### src/rtl/axil_pkg.sv
// Shared AXI4-Lite definitions: response codes, master FSM states and response payload.
package axil_pkg;

  localparam int unsigned DATA_BW = 32;
  localparam int unsigned STRB_BW = 4;
  localparam int unsigned RESP_BW = 2;

  localparam logic [RESP_BW-1:0] RESP_OKAY   = 2'b00;
  localparam logic [RESP_BW-1:0] RESP_EXOKAY = 2'b01;
  localparam logic [RESP_BW-1:0] RESP_SLVERR = 2'b10;
  localparam logic [RESP_BW-1:0] RESP_DECERR = 2'b11;

  localparam logic [DATA_BW-1:0] TIMEOUT_RDATA = 32'hdeaddead;

  typedef enum logic [2:0] {
    IDLE,
    WR_ADDR_DATA,
    WR_RESP,
    RD_ADDR,
    RD_DATA,
    RSP
  } axil_state_e;

  typedef struct packed {
    logic [DATA_BW-1:0] rdata;
    logic [RESP_BW-1:0] resp;
    logic               timeout;
  } axil_rsp_t;

  // States in which the master is waiting on the slave.
  function automatic logic is_busy(axil_state_e s);
    return (s != IDLE) && (s != RSP);
  endfunction

endpackage

### src/rtl/axil_timeout.sv
// Per-transaction watchdog: counts busy cycles, flags the TIMEOUT_CYC_p-th one.
module axil_timeout #(
  parameter int unsigned TIMEOUT_CYC_p = 256
) (
  input  logic clk,
  input  logic rst_n,
  input  logic cnt_en,
  input  logic cnt_clr,
  output logic expired_c
);

  localparam int unsigned CNT_BW = $clog2(TIMEOUT_CYC_p + 1);

  logic [CNT_BW-1:0] cnt_q;

  // Expiry fires on the cycle that would bring the count to TIMEOUT_CYC_p.
  assign expired_c = cnt_en && (cnt_q == CNT_BW'(TIMEOUT_CYC_p - 1));

  always_ff @(posedge clk) begin
    if (!rst_n || cnt_clr) begin
      cnt_q <= '0;
    end else if (cnt_en && !expired_c) begin
      cnt_q <= cnt_q + CNT_BW'(1);
    end
  end

endmodule

### src/rtl/axil_cmd_master.sv
// Single-outstanding command-to-AXI4-Lite master.
// Optional watchdog enabled by macro AXIL_MASTER_TIMEOUT_EN.
module axil_cmd_master
  import axil_pkg::*;
#(
  parameter int unsigned AXI_ADDR_BW_p = 12,
  parameter int unsigned TIMEOUT_CYC_p = 256
) (
  input  logic                     clk,
  input  logic                     rst_n,
  input  logic                     i_cmd_valid,
  output logic                     o_cmd_ready,
  input  logic                     i_cmd_write,
  input  logic [AXI_ADDR_BW_p-1:0] i_cmd_addr,
  input  logic [DATA_BW-1:0]       i_cmd_wdata,
  input  logic [STRB_BW-1:0]       i_cmd_wstrb,
  output logic                     o_rsp_valid,
  input  logic                     i_rsp_ready,
  output logic [DATA_BW-1:0]       o_rsp_rdata,
  output logic [RESP_BW-1:0]       o_rsp_resp,
  output logic                     o_rsp_timeout,
  output logic [AXI_ADDR_BW_p-1:0] o_axi_awaddr,
  output logic                     o_axi_awvalid,
  input  logic                     i_axi_awready,
  output logic [DATA_BW-1:0]       o_axi_wdata,
  output logic [STRB_BW-1:0]       o_axi_wstrb,
  output logic                     o_axi_wvalid,
  input  logic                     i_axi_wready,
  input  logic [RESP_BW-1:0]       i_axi_bresp,
  input  logic                     i_axi_bvalid,
  output logic                     o_axi_bready,
  output logic [AXI_ADDR_BW_p-1:0] o_axi_araddr,
  output logic                     o_axi_arvalid,
  input  logic                     i_axi_arready,
  input  logic [DATA_BW-1:0]       i_axi_rdata,
  input  logic [RESP_BW-1:0]       i_axi_rresp,
  input  logic                     i_axi_rvalid,
  output logic                     o_axi_rready
);

  axil_state_e              state_q, state_d;
  logic [AXI_ADDR_BW_p-1:0] addr_q, addr_d;
  logic [DATA_BW-1:0]       wdata_q, wdata_d;
  logic [STRB_BW-1:0]       wstrb_q, wstrb_d;
  logic                     awvalid_q, awvalid_d;
  logic                     wvalid_q, wvalid_d;
  logic                     bready_q, bready_d;
  logic                     arvalid_q, arvalid_d;
  logic                     rready_q, rready_d;
  logic                     cmd_ready_q, cmd_ready_d;
  logic                     rsp_valid_q, rsp_valid_d;
  axil_rsp_t                rsp_q, rsp_d;
  logic                     timeout_c;

`ifdef AXIL_MASTER_TIMEOUT_EN
  axil_timeout #(
    .TIMEOUT_CYC_p (TIMEOUT_CYC_p)
  ) u_timeout (
    .clk       (clk),
    .rst_n     (rst_n),
    .cnt_en    (is_busy(state_q)),
    .cnt_clr   (state_q == IDLE),
    .expired_c (timeout_c)
  );
`else
  assign timeout_c = 1'b0;
`endif

  // Next-state and registered-output logic.
  always_comb begin
    state_d     = state_q;
    addr_d      = addr_q;
    wdata_d     = wdata_q;
    wstrb_d     = wstrb_q;
    awvalid_d   = awvalid_q;
    wvalid_d    = wvalid_q;
    bready_d    = bready_q;
    arvalid_d   = arvalid_q;
    rready_d    = rready_q;
    rsp_valid_d = rsp_valid_q;
    rsp_d       = rsp_q;

    case (state_q)
      IDLE: begin
        if (i_cmd_valid && cmd_ready_q) begin
          addr_d  = i_cmd_addr;
          wdata_d = i_cmd_wdata;
          wstrb_d = i_cmd_wstrb;
          if (i_cmd_write) begin
            state_d   = WR_ADDR_DATA;
            awvalid_d = 1'b1;
            wvalid_d  = 1'b1;
          end else begin
            state_d   = RD_ADDR;
            arvalid_d = 1'b1;
          end
        end
      end
      WR_ADDR_DATA: begin
        // AW and W retire independently; move on once both are gone.
        if (awvalid_q && i_axi_awready) awvalid_d = 1'b0;
        if (wvalid_q && i_axi_wready)   wvalid_d  = 1'b0;
        if (!awvalid_d && !wvalid_d) begin
          state_d  = WR_RESP;
          bready_d = 1'b1;
        end
      end
      WR_RESP: begin
        if (i_axi_bvalid) begin
          bready_d    = 1'b0;
          rsp_d       = '{rdata: 32'd0, resp: i_axi_bresp, timeout: 1'b0};
          rsp_valid_d = 1'b1;
          state_d     = RSP;
        end
      end
      RD_ADDR: begin
        if (i_axi_arready) begin
          arvalid_d = 1'b0;
          rready_d  = 1'b1;
          state_d   = RD_DATA;
        end
      end
      RD_DATA: begin
        if (i_axi_rvalid) begin
          rready_d    = 1'b0;
          rsp_d       = '{rdata: i_axi_rdata, resp: i_axi_rresp, timeout: 1'b0};
          rsp_valid_d = 1'b1;
          state_d     = RSP;
        end
      end
      RSP: begin
        if (i_rsp_ready) begin
          rsp_valid_d = 1'b0;
          state_d     = IDLE;
        end
      end
      default: state_d = IDLE;
    endcase

    // Watchdog abandons the AXI transaction and reports a synthetic SLVERR.
    if (timeout_c) begin
      awvalid_d   = 1'b0;
      wvalid_d    = 1'b0;
      bready_d    = 1'b0;
      arvalid_d   = 1'b0;
      rready_d    = 1'b0;
      rsp_d       = '{rdata: TIMEOUT_RDATA, resp: RESP_SLVERR, timeout: 1'b1};
      rsp_valid_d = 1'b1;
      state_d     = RSP;
    end

    cmd_ready_d = (state_d == IDLE);
  end

  always_ff @(posedge clk) begin
    if (!rst_n) begin
      state_q     <= IDLE;
      addr_q      <= '0;
      wdata_q     <= '0;
      wstrb_q     <= '0;
      awvalid_q   <= 1'b0;
      wvalid_q    <= 1'b0;
      bready_q    <= 1'b0;
      arvalid_q   <= 1'b0;
      rready_q    <= 1'b0;
      cmd_ready_q <= 1'b1;
      rsp_valid_q <= 1'b0;
      rsp_q       <= '0;
    end else begin
      state_q     <= state_d;
      addr_q      <= addr_d;
      wdata_q     <= wdata_d;
      wstrb_q     <= wstrb_d;
      awvalid_q   <= awvalid_d;
      wvalid_q    <= wvalid_d;
      bready_q    <= bready_d;
      arvalid_q   <= arvalid_d;
      rready_q    <= rready_d;
      cmd_ready_q <= cmd_ready_d;
      rsp_valid_q <= rsp_valid_d;
      rsp_q       <= rsp_d;
    end
  end

  assign o_cmd_ready   = cmd_ready_q;
  assign o_rsp_valid   = rsp_valid_q;
  assign o_rsp_rdata   = rsp_q.rdata;
  assign o_rsp_resp    = rsp_q.resp;
  assign o_rsp_timeout = rsp_q.timeout;
  assign o_axi_awaddr  = addr_q;
  assign o_axi_awvalid = awvalid_q;
  assign o_axi_wdata   = wdata_q;
  assign o_axi_wstrb   = wstrb_q;
  assign o_axi_wvalid  = wvalid_q;
  assign o_axi_bready  = bready_q;
  assign o_axi_araddr  = addr_q;
  assign o_axi_arvalid = arvalid_q;
  assign o_axi_rready  = rready_q;

endmodule
### config.mk
export PLATFORM = sky130hd
export DESIGN_NAME = axil_cmd_master
export DESIGN_NICKNAME = d
export VERILOG_FILES = /design/src/rtl/axil_pkg.sv /design/src/rtl/axil_timeout.sv /design/src/rtl/axil_cmd_master.sv
export SDC_FILE = /design/constraint.sdc
export NUM_CORES = 1
export LEC_CHECK = 0
export CORE_MARGIN = 8
export CORE_UTILIZATION = 40
export CTS_CLUSTER_SIZE = 24
export DETAILED_ROUTE_END_ITERATION = 10
export DONT_BUFFER_PORTS = 1
export GPL_TIMING_DRIVEN = 0
export MAX_ROUTING_LAYER = met4
export PLACE_DENSITY = 0.65
export SKIP_LAST_GASP = 1
export SLEW_MARGIN = 20
export SYNTH_ARGS = -nofsm -noshare
export SYNTH_HDL_FRONTEND = slang
export SYNTH_SLANG_ARGS = --single-unit
export TNS_END_PERCENT = 20
### constraint.sdc
create_clock -name clk -period 1.4 [get_ports clk]
set_input_delay 0.28 -clock clk [delete_from_list [all_inputs] [get_ports clk]]
set_output_delay 0.28 -clock clk [all_outputs]
set_load 0.05 [all_outputs]
==> metrics.txt, run 1 <==
Worst Slack Setup Final=-0.09252 ns; register area share after synthesis=46.26%; die span in y=115.8 um; Area Overhead vs Synth=21.94%; routed len/inst=around 17 um; peak fanout along the critical path=6; worst hold-check path type=primary input to flop; number of global-route vias before repair=between 3000 and 4000; r2r setup slk=-0.09 ns; 1st-pass router iterations=4; Power, Total=between 9 and 10 mW; reg2reg end=o_axi_awvalid; PwrDens=slightly below 2000 mW/mm2; fill count=936; worst skew pair latency=0.36 ns; commonest non-fill, non-tap cells in the layout=nand2_1, dfxtp_1, nor2_1, o21a_1, and2_1; Antenna Nets Post-Route=0; final hold vios=0; delay-heaviest family, CP=simple AND/OR/NAND/NOR gates; Worst Hold Path EP=o_axi_wdata[28]; CTS Sinks=~90; status=finished with violations; Clk pin slew, worst setup/hold paths=0.09 ns; Mean Syn Cell Area=roughly 8.5 um2; fin. max-slew vios=0; RSZ-0062 raised after global routing=true; post-synth top area cell=dfxtp_1; Layout Cells excl Fill=approximately 640; clk buf depth=2; setup violators final=75; first-pass GRT wire length=16.17 mm; gr ovfl total=0; Starting Density=around two fifths; P_leak=~1.8 nW; I/O Pins=a little under 200; ANT cells=0; Max VDD drop=around 930 uV; core area=~0.0097 mm2; Num CTS Buffers=9; final wirelength=11.01 mm; Startpoint Class=flop; DPL Wire Length=approximately 8 mm; final worst path period need=about 1.5 ns; Crit path largest cell delay=~0.41 ns; Post-CTS Hold Fix Bufs=0; share of the synthesized area in the top cell type=a little under half; Worst EP required=between 1.5 and 2 ns; DIE AREA=0.01340 mm2; syn_nets=~570; Via density=4.933; antenna violations before repair=0; period utilization=106.6%; hold path start=i_cmd_wdata[28]; Residual DRC=0; CP cell instances=buf_6 > and3b_2 > nand2_2 > or3_4 > a21boi_1; Yosys cell types=38; slowest CP cell=or3_4; R2R cell count=5; clk_skew=approximately 0.0070 ns; Max Fclk=0.6700 GHz; Slew @ Worst Pin=~0.56 ns; Site Rows=36; largest net degree at the start of global routing=16; worst r2r src=state_q[0]; CP bufs+invs=1; Clock Tree Root=clkbuf_8; initial drt markers=around 180; CP endpoint kind=flop; Max-slew headroom=62.33%; synth top area cells=dfxtp_1, nand2_1, o21a_1; Placed Cells=about 600; Max-cap violations=0; hold path cells=2; Synth Cell Area=~0.004 mm2; TNS Setup=-3.657 ns; #FFs+latches synth=a little over 90; H-tree depth=3; commonest non-fill, non-tap cell in the layout=nand2_1; warnings from Yosys=0; final net count=597; Overall Global Routing Usage=15.90%; CTS tree=built; cells after synthesis=approximately 470; Via Count=approximately 3200; GPL Wtd Cong=0.8497; WP data arrival=about 1.8 ns; Die W=115.8 um; proportion of layout cells with a drive suffix above 1=22.64%; CP Class=flop to flop; final core occ=between 40 and 50%; failing checks=setup timing; port bufs=0
cells by family after synthesis:
| kind of cell | synth area share (%) |
|---|---|
| buffers and inverters | 8.108 |
| other | 0.09419 |
| flip-flops | 46.26 |
| multiplexers | 1.320 |
| AO/OA/AOI/OAI | 18.82 |
| AND/OR/NAND/NOR | 25.39 |
routing by layer:
metal / share of wire, % / track usage [%] / wire length (um)
met5: 0 / - / 0
met4: 1.5 / 5.964 / 162
met3: 9.5 / 5.836 / 1048
met2: 51 / 26.94 / 5615
met1: 38 / 16.57 / 4186
how the worst max path moves through the flow:
stage	startpoint	endpoint	slack, ns	depth (start not counted)
global route	state_q[0]	o_axi_awvalid	-0.14	5
floorplan	state_q[2]	o_rsp_resp[0]	0.02	5
finish	state_q[0]	o_axi_awvalid	-0.09	5
global placement	state_q[2]	o_rsp_resp[1]	-0.21	5
CTS	state_q[1]	o_rsp_rdata[27]	-0.12	6
detailed placement	state_q[2]	o_rsp_resp[1]	-0.24	5
sequential cells by signal, indices dropped and copies added (netlist names), 2 cells and up:
signal / flops
o_rsp_rdata: 32
o_axi_wdata: 32
o_axi_wstrb: 4
o_axi_araddr: 12
o_rsp_resp: 2
state_q: 3
synth_stat cells:
master     number
o22ai_1         2
inv_1           2
nor3_1          1
a21oi_1         3
buf_2           8
nor2_1         34
dfxtp_1        92
conb_1          1
o21ai_1         1
buf_6           9
or2_1           1
and2_1         33
nand2b_1        2
a21boi_1       22
nor2b_4         1
nor3b_4         1
or3_1           1
a21boi_0       32
o21ba_2         1
nor3b_2         1
nor2b_2         1
clkbuf_1       11
and3b_1         2
a2bb2oi_1       1
mux2_2          2
nand3_1         2
nor2b_1         2
nor4_2          1
o21ai_0         1
buf_4          17
a21boi_4        1
a31oi_1         2
a32oi_1         1
mux2i_1         3
nand4bb_1       1
o21a_1         33
nand2_1       141
clkbuf_2        1
per-stage QoR:
| step | instance area (um2) | setup slack, ns | hold slack, ns |
|---|---|---|---|
| 4_1_cts | 4623 | -0.1209 | 0.02653 |
| 2_1_floorplan | 3983 | 0.02025 | 0.4149 |
| 3_3_place_gp | 4149 | -0.2131 | 0.4181 |
| 6_report | 4855 | -0.09252 | 0.04635 |
| 5_1_grt | 4855 | -0.1442 | 0.03165 |
| 3_5_place_dp | 4149 | -0.2354 | 0.4252 |
repair_timing:
| action | CTS | global route |
|---|---|---|
| hold endpoints to repair | 0 | 0 |
| buffers inserted | 11 | 4 |
| setup endpoints to repair | 98 | 88 |
| gates cloned | 4 | 3 |
| gates resized for setup | 39 | 49 |
| pin swaps | 1 | 9 |
report_power, final:
group	internal [mW]	switching (mW)
clock network	0.882	0.948
registers	3.06	1.55
logic	1.46	1.57
total	5.40	4.07
area by class of cell:
| type | instances | area, um2 | area share (%) |
|---|---|---|---|
| multi-input cells | 331 | 1916 | 39.46 |
| flip-flops and latches | 92 | 1897 | 39.07 |
| plain buffers | 45 | 366.6 | 7.552 |
| repair buffers | 22 | 299.0 | 6.160 |
| well taps | 133 | 166.4 | 3.428 |
| clock buffers | 11 | 141.4 | 2.912 |
| clock inverters | 5 | 61.31 | 1.263 |
| inverters | 2 | 7.507 | 0.1546 |
Power figures use the tool's default switching activity.
==> inputs of run 2 (changes only) <==
--- a/config.mk
+++ b/config.mk
@@ -5,7 +5,7 @@
 export SDC_FILE = /design/constraint.sdc
 export NUM_CORES = 1
 export LEC_CHECK = 0
-export CORE_MARGIN = 8
+export CORE_MARGIN = 2
 export CORE_UTILIZATION = 40
 export CTS_CLUSTER_SIZE = 24
 export DETAILED_ROUTE_END_ITERATION = 10
==> run 2 against run 1 <==
Via count shrank 0.63%. Critical endpoint is now o_axi_wdata[12]. The flow still finishes with violations (setup timing). Global-route usage grew 2.5 points. Critical path type unchanged. Sequential power is essentially flat. Routed wire length shrank 11%. Register-to-register slack is essentially flat. First-iteration DRC count shrank 44%.
==> metrics.txt, run 2 (synthesized netlist as in run 1, its figures left out) <==
first-pass GRT wire length=15.46 mm (-4.4%); GPL Wtd Cong=0.8330 (-2.0%); Max-slew headroom=62.41% (+0.071 points); Residual DRC=0 (unchanged); 1st-pass router iterations=4 (unchanged); Slew @ Worst Pin=0.5631 ns (-0.001069 ns); I/O Pins=196 (unchanged); Power, Total=8.940 mW (-5.5%); final hold vios=0 (unchanged); sequential cell area=0.001897 mm2 (unchanged); Startpoint Class=flop; failing checks=setup timing; setup violators final=75 (unchanged); period utilization=106.7% (about the same); PwrDens=1912 mW/mm2 (-1.9%); proportion of layout cells with a drive suffix above 1=21.00% (-1.6 points); TNS Setup=-3.577 ns (+0.07997 ns); final wirelength=9.856 mm (-11%); Antenna Nets Post-Route=0 (unchanged); final worst path period need=1.494 ns (+0.001411 ns); Worst EP required=1.68 ns (about the same); Max Fclk=0.6694 GHz (about the same); largest net degree at the start of global routing=14 (-2); die span in y=103.8 um (-10%); worst hold-check path type=primary input to flop; Via Count=3142 (-0.63%); dpl ws=-0.1961 ns (+0.03937 ns); area occupied by multi-input gates=0.001917 mm2 (about the same); worst skew pair latency=0.36 ns (about the same); CP Class=flop to flop; Clk pin slew, worst setup/hold paths=0.09 ns (about the same); Via density=4.964 (+0.62%); ANT cells=0 (unchanged); antenna violations before repair=0 (unchanged); Num CTS Buffers=9 (unchanged); gr ovfl total=0 (unchanged); Clock Tree Root=clkbuf_8; Area Overhead vs Synth=17.44%; Overall Global Routing Usage=18.38% (+2.5 points); DIE AREA=0.01077 mm2 (-20%); core area=0.009729 mm2 (unchanged); H-tree depth=3 (unchanged); final net count=591 (-1.0%); commonest non-fill, non-tap cell in the layout=nand2_1; clk_skew=0.01314 ns (+0.006126 ns); clk buf depth=2 (unchanged); status=finished with violations; CTS tree=built; peak fanout along the critical path=8 (+2); Max-cap violations=0 (unchanged); Site Rows=36 (unchanged); initial drt markers=98 (-44%); Max VDD drop=937.5 uV (+0.78%); Starting Density=40.92% (unchanged); number of global-route vias before repair=3069 (-1.2%); commonest non-fill, non-tap cells in the layout=nand2_1, dfxtp_1, nor2_1, o21a_1, and2_1; RSZ-0062 raised after global routing=true; fin area=0.004676 mm2 (-3.7%); placed cell areas=0.004149 mm2 (unchanged); fin. max-slew vios=0 (unchanged); P_leak=1.750 nW (-5.0%); port bufs=0 (unchanged); WHS=0.05287 ns (+0.006513 ns); DPL Wire Length=7.130 mm (-13%); fill count=1004 (+7.3%); routed len/inst=15.57 um (-9.4%); Worst Slack Setup Final=-0.09393 ns (-0.001411 ns); WP data arrival=1.77 ns (about the same); CP endpoint kind=flop; CTS Sinks=92 (unchanged); Die W=103.8 um (-10%)
-- run 2: worst paths after layout --
path / cells past startpoint / slack, ns / startpoint / to
max reg2reg: 7 / -0.09 / state_q[0] / o_axi_wdata[12]
min reg2reg: 2 / 0.58 / o_axi_araddr[4] / o_axi_araddr[4]
min: 2 / 0.05 / i_cmd_wdata[0] / o_axi_wdata[0]
max: 7 / -0.09 / state_q[0] / o_axi_wdata[12]
-- run 2: power by group --
part / internal (mW) / switching (mW)
Sequential: 3.06 / 1.55
Clock: 0.667 / 0.869
Combinational: 1.27 / 1.53
-- run 2: cell type report --
class                           count  share of cell area [%]
Timing Repair Buffer               16                   3.720
Clock inverter                      3                  0.3211
Buffer                             45                   7.653
Tap cell                          133                   3.559
Multi-Input combinational cell    331                   41.00
Sequential cell                    92                   40.57
Inverter                            2                  0.1606
Clock buffer                       11                   3.024
-- run 2: what timing repair did --
item,CTS,global route
endpoints found under the setup margin,98,89
pin swaps,3,6
gates resized for setup,53,20
hold buffers,0,0
buffers inserted,8,3
cloned,2,3
-- run 2: worst max-delay path, stage by stage (launching register included) --
cell	delay [ns]
dfxtp_2	0.34
buf_6	0.14
and3b_2	0.29
and2_4	0.20
buf_8	0.14
buf_4	0.14
nand2_1	0.06
a21boi_1	0.11
-- run 2: layer usage --
metal | share of wire [%] | vias to the layer above | global-route usage (%)
met3 | 6.5 | 23 | 4.972
met1 | 39 | 1451 | 19.55
met4 | 3.0 | 0 | 9.846
li1 | - | 1553 | -
met2 | 51 | 115 | 31.22
met5 | 0 | - | -
-- run 2: per-stage QoR --
step	cells	util (%)
after global routing	633	48.06
after global placement	604	42.64
after CTS	628	46.53
after detailed placement	604	42.64
final	633	48.06
after floorplan	471	-
==> inputs of run 3 (changes only) <==
--- a/config.mk
+++ b/config.mk
@@ -6,13 +6,13 @@
 export NUM_CORES = 1
 export LEC_CHECK = 0
 export CORE_MARGIN = 2
-export CORE_UTILIZATION = 40
+export CORE_UTILIZATION = 55
 export CTS_CLUSTER_SIZE = 24
 export DETAILED_ROUTE_END_ITERATION = 10
 export DONT_BUFFER_PORTS = 1
 export GPL_TIMING_DRIVEN = 0
 export MAX_ROUTING_LAYER = met4
-export PLACE_DENSITY = 0.65
+export PLACE_DENSITY = 0.82
 export SKIP_LAST_GASP = 1
 export SLEW_MARGIN = 20
 export SYNTH_ARGS = -nofsm -noshare
==> run 3 against run 2 <==
The run still ends with setup timing left. Sequential share of layout area up 0.78 points. Die area shrank 26%. Routed wire length shrank 7.0%. Sequential cell count unchanged. Cell count down 5.1%. First-iteration DRC count shrank 21%. Non-clock buffer count did not move. Critical path depth down 1. Largest cell class is now sequential cells. Largest power group unchanged.
==> metrics.txt, run 3 (synthesized netlist as in run 1, its figures left out) <==
status=finished with violations; failing checks=setup timing; antenna violations before repair=0 (unchanged); fill count=642 (-36%); WHS=0.05206 ns (-0.0008072 ns); Antenna Nets Post-Route=0 (unchanged); I/O Pins=196 (unchanged); initial drt markers=77 (-21%); Max-cap violations=0 (unchanged); Clk pin slew, worst setup/hold paths=0.09 ns (about the same); Die W=89.08 um (-14%); number of global-route vias before repair=2897 (-5.6%); Post-CTS Hold Fix Bufs=0 (unchanged); worst skew pair latency=0.35 ns (about the same); peak fanout along the critical path=6 (-2); Max Fclk=0.6769 GHz (+1.1%); final net count=591 (unchanged); GPL Wtd Cong=0.8247 (-1.0%); P_leak=1.742 nW (-0.48%); Area Overhead vs Synth=15.15%; Clock Tree Root=clkbuf_8; routed len/inst=15.24 um (-2.1%); Overall Global Routing Usage=22.05% (+3.7 points); slowest CP cell=dfxtp_2; Crit path largest cell delay=0.33 ns (about the same); CTS Sinks=92 (unchanged); Worst Slack Setup Final=-0.07725 ns (+0.01668 ns); delay-heaviest family, CP=simple AND/OR/NAND/NOR gates; commonest non-fill, non-tap cells in the layout=nand2_1, dfxtp_1, o21a_1, and2_1, nor2_1; commonest non-fill, non-tap cell in the layout=nand2_1; 1st-pass router iterations=4 (unchanged); core area=0.007137 mm2 (-27%); final core occ=64.24% (+16 points); setup violators final=67 (-11%); clk buf depth=2 (unchanged); worst hold-check path type=primary input to flop; clk_skew=0.01177 ns (-0.001372 ns); final worst path period need=1.477 ns (-0.01668 ns); Residual DRC=0 (unchanged); proportion of layout cells with a drive suffix above 1=20.52% (-0.48 points); port bufs=0 (unchanged); Max VDD drop=1028 uV (+9.7%); ANT cells=0 (unchanged); CTS tree=built; Num CTS Buffers=9 (unchanged); Startpoint Class=flop; DIE AREA=0.007935 mm2 (-26%); CP bufs+invs=2 (-1); Slew @ Worst Pin=0.5657 ns (+0.002603 ns); RSZ-0062 raised after global routing=true; Max-slew headroom=62.23% (-0.17 points); Site Rows=31 (-14%); Starting Density=55.79% (+15 points); die span in y=89.08 um (-14%); first-pass GRT wire length=13.37 mm (-14%); PwrDens=1966 mW/mm2 (+2.8%); DPL Wire Length=6.624 mm (-7.1%); fin. max-slew vios=0 (unchanged); Via density=5.238 (+5.5%); WP data arrival=1.74 ns (-0.03 ns); CP endpoint kind=flop; CP Class=flop to flop; period utilization=105.5% (-1.2 points); area occupied by multi-input gates=0.001867 mm2 (-2.6%); gr ovfl total=0 (unchanged); CP cell instances=buf_6 > and3b_2 > and2_4 > bufbuf_16 > nand2_1 > a21boi_0; final wirelength=9.162 mm (-7.0%); Via Count=3148 (+0.19%); final hold vios=0 (unchanged); sequential cell area=0.001896 mm2 (about the same); H-tree depth=3 (unchanged); largest net degree at the start of global routing=16 (+2); Worst EP required=1.67 ns (about the same)
-- run 3: timing repair --
action                                  4_1_cts  5_1_grt
cloned                                        4        0
endpoints found under the hold margin         0        0
buffers inserted                              9        2
pin swaps                                     4        0
gates resized for setup                      48       13
endpoints found under the setup margin       98       87
-- run 3: where the power goes --
part	total, mW	internal (mW)	leakage, nW	switching (mW)
Sequential	4.57	3.05	0.759	1.52
Clock	1.80	0.882	0.0999	0.921
Combinational	2.64	1.17	0.883	1.47
Total	9.01	5.10	1.74	3.91
-- run 3: worst register-to-register path, delay by kind of cell (launching register included) --
| kind | cells | cell delay, ns |
|---|---|---|
| buf+inv | 2 | 0.39 |
| simple gates | 3 | 0.55 |
| flops | 1 | 0.33 |
| compound gates | 1 | 0.14 |
-- run 3: stage by stage --
step                setup TNS [ns]  total power [mW]  worst slack [ns]  instances  instance area, um2
floorplan                        0             6.342           0.02025        471                3983
finish                      -2.267             9.014          -0.07725        601                4584
global route                -8.950             9.438           -0.1501        601                4584
detailed placement          -8.577             6.780           -0.1835        570                4106
CTS                         -4.015             8.999          -0.08861        599                4543
global placement            -7.076             6.713           -0.1541        570                4106
-- run 3: worst paths after layout --
path	start	endpoint	slack (ns)	cells past startpoint
max	state_q[0]	o_axi_wdata[24]	-0.08	6
min	i_cmd_addr[4]	o_axi_araddr[4]	0.05	2
max reg2reg	state_q[0]	o_axi_wdata[24]	-0.08	6
min reg2reg	o_axi_araddr[1]	o_axi_araddr[1]	0.58	2
-- run 3: final cells by class --
cell class	count	share of cell area, %
plain buffers	46	7.560
repair buffers	15	3.111
clock inverters	5	1.310
inverters	2	0.1638
well taps	99	2.702
multi-input cells	331	40.72
clock buffers	11	3.084
flip-flops and latches	92	41.35
-- run 3: metal layers --
layer	track usage [%]	part of all wire, %	up-vias
met4	8.955	2.4	0
met3	5.263	8.0	26
li1	-	-	1555
met2	38.38	50	130
met1	24.08	40	1437
met5	-	0	-
